$ cat src/rtl/rx_sync_pkg.sv
// Shared state encoding and comma definitions for the 8b/10b receive sync controller.
package rx_sync_pkg;

    localparam logic [1:0] StHunt     = 2'd0;
    localparam logic [1:0] StSlipWait = 2'd1;
    localparam logic [1:0] StConfirm  = 2'd2;
    localparam logic [1:0] StLocked   = 2'd3;

    localparam logic [8:0] K28_1 = 9'h13C;
    localparam logic [8:0] K28_5 = 9'h1BC;
    localparam logic [8:0] K28_7 = 9'h1FC;

    function automatic logic is_comma(input logic [8:0] word);
        return (word == K28_1) || (word == K28_5) || (word == K28_7);
    endfunction

endpackage

$ cat src/rtl/rx_sync_err_mon.sv
// Error-budget tracker used while the link is locked; raises loss_o on the strobe that
// exhausts the budget and keeps a saturating total of bad words.
module rx_sync_err_mon #(
    parameter int unsigned LOSS_ERRS     = 4,
    parameter int unsigned RECOVER_WORDS = 4,
    parameter int unsigned CNT_W         = 16
) (
    input  logic             clk_i,
    input  logic             rst_i,
    input  logic             en_i,
    input  logic             strobe_i,
    input  logic             bad_i,
    input  logic             err_clr_i,
    output logic             loss_o,
    output logic [CNT_W-1:0] err_total_o
);

    localparam int unsigned BudgetW = $clog2(LOSS_ERRS + 1);
    localparam int unsigned RunW    = $clog2(RECOVER_WORDS + 1);
    localparam logic [BudgetW-1:0] BudgetLast = BudgetW'(LOSS_ERRS - 1);
    localparam logic [RunW-1:0]    RunLast    = RunW'(RECOVER_WORDS - 1);

    logic [BudgetW-1:0] budget_q, budget_d;
    logic [RunW-1:0]    run_q, run_d;
    logic [CNT_W-1:0]   total_q, total_d;

    always_comb begin
        budget_d = budget_q;
        run_d    = run_q;
        total_d  = total_q;
        loss_o   = 1'b0;
        // Outside LOCKED the budget is parked at zero, so every lock starts fresh.
        if (!en_i) begin
            budget_d = '0;
            run_d    = '0;
        end else if (strobe_i) begin
            if (bad_i) begin
                budget_d = budget_q + BudgetW'(1);
                run_d    = '0;
                loss_o   = (budget_q == BudgetLast);
                if (total_q != '1) begin
                    total_d = total_q + CNT_W'(1);
                end
            end else if (run_q == RunLast) begin
                run_d = '0;
                if (budget_q != '0) begin
                    budget_d = budget_q - BudgetW'(1);
                end
            end else begin
                run_d = run_q + RunW'(1);
            end
        end
        if (err_clr_i) begin
            total_d = '0;
        end
    end

    always_ff @(posedge clk_i or posedge rst_i) begin
        if (rst_i) begin
            budget_q <= '0;
            run_q    <= '0;
            total_q  <= '0;
        end else begin
            budget_q <= budget_d;
            run_q    <= run_d;
            total_q  <= total_d;
        end
    end

    assign err_total_o = total_q;

endmodule

$ cat src/rtl/rx_8b10b_sync_ctrl.sv
// Word-alignment FSM for the 8b/10b receive path: slips the bit boundary until commas
// decode cleanly, declares sync, and hands error tracking to rx_sync_err_mon once locked.
module rx_8b10b_sync_ctrl
    import rx_sync_pkg::*;
#(
    parameter int unsigned SLIP_WORDS    = 20,
    parameter int unsigned SETTLE_WORDS  = 2,
    parameter int unsigned LOCK_COMMAS   = 4,
    parameter int unsigned MAX_GAP       = 16,
    parameter int unsigned LOSS_ERRS     = 4,
    parameter int unsigned RECOVER_WORDS = 4,
    parameter int unsigned CNT_W         = 16
) (
    input  logic             clk_i,
    input  logic             rst_i,
    input  logic             word_valid_i,
    input  logic [8:0]       data_i,
    input  logic             code_err_i,
    input  logic             disp_err_i,
    input  logic             err_clr_i,
    output logic             slip_o,
    output logic             sync_o,
    output logic [1:0]       state_o,
    output logic [CNT_W-1:0] err_total_o
);

    localparam int unsigned MissW   = $clog2(SLIP_WORDS + 1);
    localparam int unsigned GapW    = $clog2(MAX_GAP + 2);
    localparam int unsigned CommaW  = $clog2(LOCK_COMMAS + 1);
    localparam int unsigned SettleW = $clog2(SETTLE_WORDS + 1);
    localparam logic [MissW-1:0]   MissLast   = MissW'(SLIP_WORDS - 1);
    localparam logic [GapW-1:0]    GapMax     = GapW'(MAX_GAP);
    localparam logic [CommaW-1:0]  CommaLast  = CommaW'(LOCK_COMMAS - 1);
    localparam logic [SettleW-1:0] SettleLast = SettleW'(SETTLE_WORDS - 1);

    logic [1:0]         state_q, state_d;
    logic [MissW-1:0]   miss_q, miss_d;
    logic [GapW-1:0]    gap_q, gap_d;
    logic [CommaW-1:0]  comma_q, comma_d;
    logic [SettleW-1:0] settle_q, settle_d;
    logic               slip_q, slip_d;
    logic               clean, comma, loss;

    assign clean = !code_err_i && !disp_err_i;
    assign comma = is_comma(data_i);

    rx_sync_err_mon #(
        .LOSS_ERRS    (LOSS_ERRS),
        .RECOVER_WORDS(RECOVER_WORDS),
        .CNT_W        (CNT_W)
    ) u_err_mon (
        .clk_i      (clk_i),
        .rst_i      (rst_i),
        .en_i       (state_q == StLocked),
        .strobe_i   (word_valid_i),
        .bad_i      (!clean),
        .err_clr_i  (err_clr_i),
        .loss_o     (loss),
        .err_total_o(err_total_o)
    );

    always_comb begin
        state_d  = state_q;
        miss_d   = miss_q;
        gap_d    = gap_q;
        comma_d  = comma_q;
        settle_d = settle_q;
        slip_d   = 1'b0;
        if (word_valid_i) begin
            unique case (state_q)
                StHunt: begin
                    if (clean && comma) begin
                        state_d = StConfirm;
                        comma_d = CommaW'(1);
                        gap_d   = '0;
                        miss_d  = '0;
                    end else if (miss_q == MissLast) begin
                        slip_d   = 1'b1;
                        state_d  = StSlipWait;
                        miss_d   = '0;
                        settle_d = '0;
                    end else begin
                        miss_d = miss_q + MissW'(1);
                    end
                end
                StSlipWait: begin
                    if (settle_q == SettleLast) begin
                        state_d  = StHunt;
                        settle_d = '0;
                        miss_d   = '0;
                    end else begin
                        settle_d = settle_q + SettleW'(1);
                    end
                end
                StConfirm: begin
                    if (!clean || (!comma && gap_q == GapMax)) begin
                        slip_d   = 1'b1;
                        state_d  = StSlipWait;
                        settle_d = '0;
                        comma_d  = '0;
                        gap_d    = '0;
                    end else if (comma) begin
                        gap_d = '0;
                        if (comma_q == CommaLast) begin
                            state_d = StLocked;
                            comma_d = '0;
                        end else begin
                            comma_d = comma_q + CommaW'(1);
                        end
                    end else begin
                        gap_d = gap_q + GapW'(1);
                    end
                end
                StLocked: begin
                    // Loss of sync goes straight back to HUNT without a slip.
                    if (loss) begin
                        state_d = StHunt;
                        miss_d  = '0;
                    end
                end
                default: state_d = StHunt;
            endcase
        end
    end

    always_ff @(posedge clk_i or posedge rst_i) begin
        if (rst_i) begin
            state_q  <= StHunt;
            miss_q   <= '0;
            gap_q    <= '0;
            comma_q  <= '0;
            settle_q <= '0;
            slip_q   <= 1'b0;
        end else begin
            state_q  <= state_d;
            miss_q   <= miss_d;
            gap_q    <= gap_d;
            comma_q  <= comma_d;
            settle_q <= settle_d;
            slip_q   <= slip_d;
        end
    end

    assign slip_o  = slip_q;
    assign sync_o  = (state_q == StLocked);
    assign state_o = state_q;

endmodule

$ cat config.mk
export PLATFORM = sky130hd
export DESIGN_NAME = rx_8b10b_sync_ctrl
export DESIGN_NICKNAME = d
export VERILOG_FILES = /design/src/rtl/rx_sync_pkg.sv /design/src/rtl/rx_sync_err_mon.sv /design/src/rtl/rx_8b10b_sync_ctrl.sv
export SDC_FILE = /design/constraint.sdc
export NUM_CORES = 1
export LEC_CHECK = 0
export CORE_UTILIZATION = 40
export DETAILED_ROUTE_END_ITERATION = 8
export PLACE_DENSITY = 0.72
export SYNTH_ARGS = -nofsm -noshare
export SYNTH_HDL_FRONTEND = slang
export SYNTH_HIERARCHICAL = 1
export SYNTH_SLANG_ARGS = --single-unit
$ cat constraint.sdc
create_clock -name clk_i -period 2.1 [get_ports clk_i]
set_input_delay 0.21 -clock clk_i [delete_from_list [all_inputs] [get_ports clk_i]]
set_output_delay 0.21 -clock clk_i [all_outputs]
set_load 0.01 [all_outputs]
==> summary.txt <==
Detailed routing
  – Pre-antenna DRT Iters: 4
  – DRT Wirelength: 5845 um
  – Drc violations: 0
  – First DRT Iteration DRCs: between 150 and 200
  – Vias per cell: between 5 and 6
  – Via count: 2271
  – Post-route ant nets: 0
  – WL/cell: around 15 um

Global routing
  – Initial antenna violation count: 0
  – Pin count of the biggest net entering global routing: 23
  – Vias in the first global route: about 2200
  – First-pass GRT wire length: 10070 um
  – Total gr overflow: 0
  – Total track usage: 0.1989

Timing
  – Measured slew at the worst slew-check pin: a little over 0.7 ns
  – Hold Fails Final Rpt: 0
  – Min Tclk post-route: 1.951 ns
  – Final WS setup: between 0.1 and 0.15 ns
  – Final setup violation count: 0
  – RSZ-0062 raised after global routing: false
  – Max Freq: ~0.51 GHz
  – Worst-case clock skew: ~0.0068 ns
  – Period utilization: 0.9290
  – Hold_ws: roughly 0.28 ns
  – Slew Limit Headroom: 0.5281
  – Slew Limit Fails: 0

Clocking
  – Total CTS buffers: 5
  – CTS Hold Bufs: 0
  – # clock sinks: 40
  – PostCTS Resize Cnt: 0
  – Clk_lat worst skew: a little under 0.3 ns
  – Root Driver: clkbuf_8
  – H-tree Lvls: 2
  – Clk buf depth: 2
  – Reg clk slew, reported paths: roughly 0.08 ns
  – CTS tree: done
  – Setup bufs post-CTS: 0

Placement
  – Placer Congestion: between 0.8 and 0.9
  – Final HPWL DP: 4368 um
  – PortBufs: 34
  – Setup slack at placement: -0.1423 ns

Synth
  – Post-synthesis sequential area ratio: 0.4047
  – Post-synthesis cell type count: 63
  – FF+latch count, synth: 40
  – Synth Instances: approximately 260
  – EDFF count, synth: 0
  – Asr flop ratio synth: 1.000
  – Netlist Area Pre-Place: about 2500 um^2
  – Synth Warn #: 6
  – Ys flop type: dfrtp_1
  – Mapped Nets: approximately 280
  – Syn Area/Cell: roughly 9.6 um^2

Floorplan
  – Core area: between 5000 and 6000 um^2
  – Die height: just over 80 um
  – Die area: between 6000 and 7000 um^2
  – Die width: slightly above 80 um
  – Initial Utilization: 0.4153
  – Site row count: 28
  – I/O Pins: 35

Power
  – PD cells: 619.7 nW/um^2
  – LEAKAGE: approximately 0.0013 uW
  – Total power draw: 1973 uW
  – Worst VDD drop: about 0.32 mV

Critical path
  – CP Data Arrival Time: ~2.2 ns
  – Most frequent CP cell: or4_1
  – Slowest cell on the critical path: clkdlybuf4s50_1
  – Worst EP required: roughly 2.3 ns
  – Cells along the critical path: clkdlybuf4s50_1, nor2_4, inv_1, nand3_2, or4_1, or4_1, a21oi_1
  – Slowest stage delay, CP: approximately 0.54 ns
  – Crit Path Class: primary input to register
  – Worst-path fanout max: 7
  – Crit. End Element: register
  – CP Launch Type: primary input
  – R2r setup slk: between 0.15 and 0.2 ns

Layout
  – FF+latch area: approximately 1000 um^2
  – N_diodes: 0
  – Filler cells: 576
  – P&R area growth vs syn: 28.68%
  – Nets: 342
  – Fraction of layout cells with a size suffix above 1: 0.1682
  – Area of the multi-input gates: ~1400 um^2
  – Fin util: 0.5345

Outcome
  – Status: completed

Job
  – Max-Cap Viols: 0

Worst hold path
  – Tightest Hold Check Type: primary input to async pin
## metrics by stage
stage | setup TNS, ns | instances | area, um^2
2_1_floorplan | 0 | 259 | 2489
3_3_place_gp | -0.1766 | 388 | 3075
3_5_place_dp | -0.8449 | 388 | 3075
4_1_cts | 0 | 396 | 3183
5_1_grt | 0 | 396 | 3183
6_report | 0 | 396 | 3183
## critical path: cells and delay by family
family          cells  cell delay [ns]
compound gates      1             0.17
buf+inv             2             0.65
simple gates        4             1.13
## flip-flops by register name (all words and copies together), names as in the netlist
| register | count |
|---|---|
| gap_q | 5 |
| u_err_mon/run_q | 3 |
| u_err_mon/budget_q | 3 |
| u_err_mon/err_total_o | 16 |
| state_o | 2 |
| comma_q | 3 |
| slip_o | 1 |
| miss_q | 5 |
| settle_q | 2 |
## cells in the mapped netlist, types with 2 or more instances
cell type  count  area, um^2
o221a_2        2       22.52
buf_2          3       15.01
inv_1         16       60.06
nor2b_1        8       50.05
or4_1          5       37.54
a21oi_1       16       80.08
and2b_1        2       15.01
a31oi_1        5       31.28
dfrtp_1       40        1001
o31ai_1        6       45.04
nand2b_1       7       43.79
a22o_1         2       17.52
ha_1           6       75.07
o2bb2ai_1      3       26.28
a21boi_0       3       22.52
a2bb2oi_1      3       26.28
nor4b_1        3       26.28
mux2_2         2       22.52
nand4_1        6       37.54
and4_1         2       17.52
a211oi_1       2       15.01
clkbuf_1       2       7.510
nor3_1         4       20.02
o41ai_1        3       26.28
o21ai_0       19       95.09
o211a_1        2       20.02
and3_1         5       31.28
nand2_1       11       41.29
nor2_1         6       22.52
or3_1         12       75.07
and2_1         3       18.77
nor4_1         4       25.02
o22ai_1        2       12.51
or2_2          2       12.51
nand3_1       12       60.06
nand3b_1       3       22.52
## path summary, 6_finish.rpt
path | to | cells after the start | start
setup reg to reg | u_err_mon/err_total_o[14] | 5 | u_err_mon/err_total_o[0]
min in group clk_i | settle_q[0] | 1 | settle_q[0]
max in group asynchronous | comma_q[2] | 2 | rst_i
hold / removal | u_err_mon/err_total_o[6] | 3 | rst_i
hold reg to reg | settle_q[0] | 1 | settle_q[0]
setup / recovery | u_err_mon/err_total_o[14] | 7 | code_err_i
## logic make-up after synthesis
logic type,after synthesis,synth area share
and+or+nand+nor,108,0.2802
muxes,3,0.01315
DFF,40,0.4047
buffers and inverters,23,0.03945
adders and majority gates,7,0.03844
AOI/OAI and AO/OA,78,0.2241
## layout make-up
| cell class | instances | share of cell area |
|---|---|---|
| flip-flops and latches | 40 | 0.3145 |
| repair buffers | 61 | 0.1706 |
| clock inverters | 2 | 0.01101 |
| well taps | 75 | 0.02948 |
| multi-input cells | 196 | 0.4328 |
| clock buffers | 6 | 0.02280 |
| inverters | 16 | 0.01887 |
## report_power, final
| group | total [uW] | internal [uW] | switching, uW |
|---|---|---|---|
| Combinational | 455 | 224 | 232 |
| Clock | 622 | 353 | 269 |
| Sequential | 895 | 840 | 55.4 |
| Total | 1970 | 1420 | 556 |
## cell usage in the layout, fill, tap and decap left out, drive strengths merged, types with 3 or more instances in the layout
cell type / instances
o31ai: 6
a211oi: 3
a21boi: 3
nand3: 13
nor3: 5
and2: 4
inv: 16
a2bb2oi: 3
and3: 5
ha: 6
clkdlybuf4s50: 34
nand2: 11
nor4b: 4
nand2b: 7
a22o: 3
nand4: 6
or4: 5
nand3b: 3
nor2: 7
nor4: 4
a21oi: 16
o41ai: 3
dfrtp: 40
a31oi: 5
or2: 3
clkbuf: 6
nor2b: 8
o2bb2ai: 3
or3: 12
buf: 27
o21ai: 19
## routing by layer
| layer | vias up | track usage | wire length, um |
|---|---|---|---|
| li1 | 1108 | - | - |
| met1 | 1101 | 0.2514 | 2717 |
| met2 | 56 | 0.3407 | 2839 |
| met3 | 6 | 0.03636 | 234 |
| met4 | 0 | 0.06250 | 54 |
| met5 | - | 0 | 0 |
Note: power is estimated with default switching activity, not from simulation.
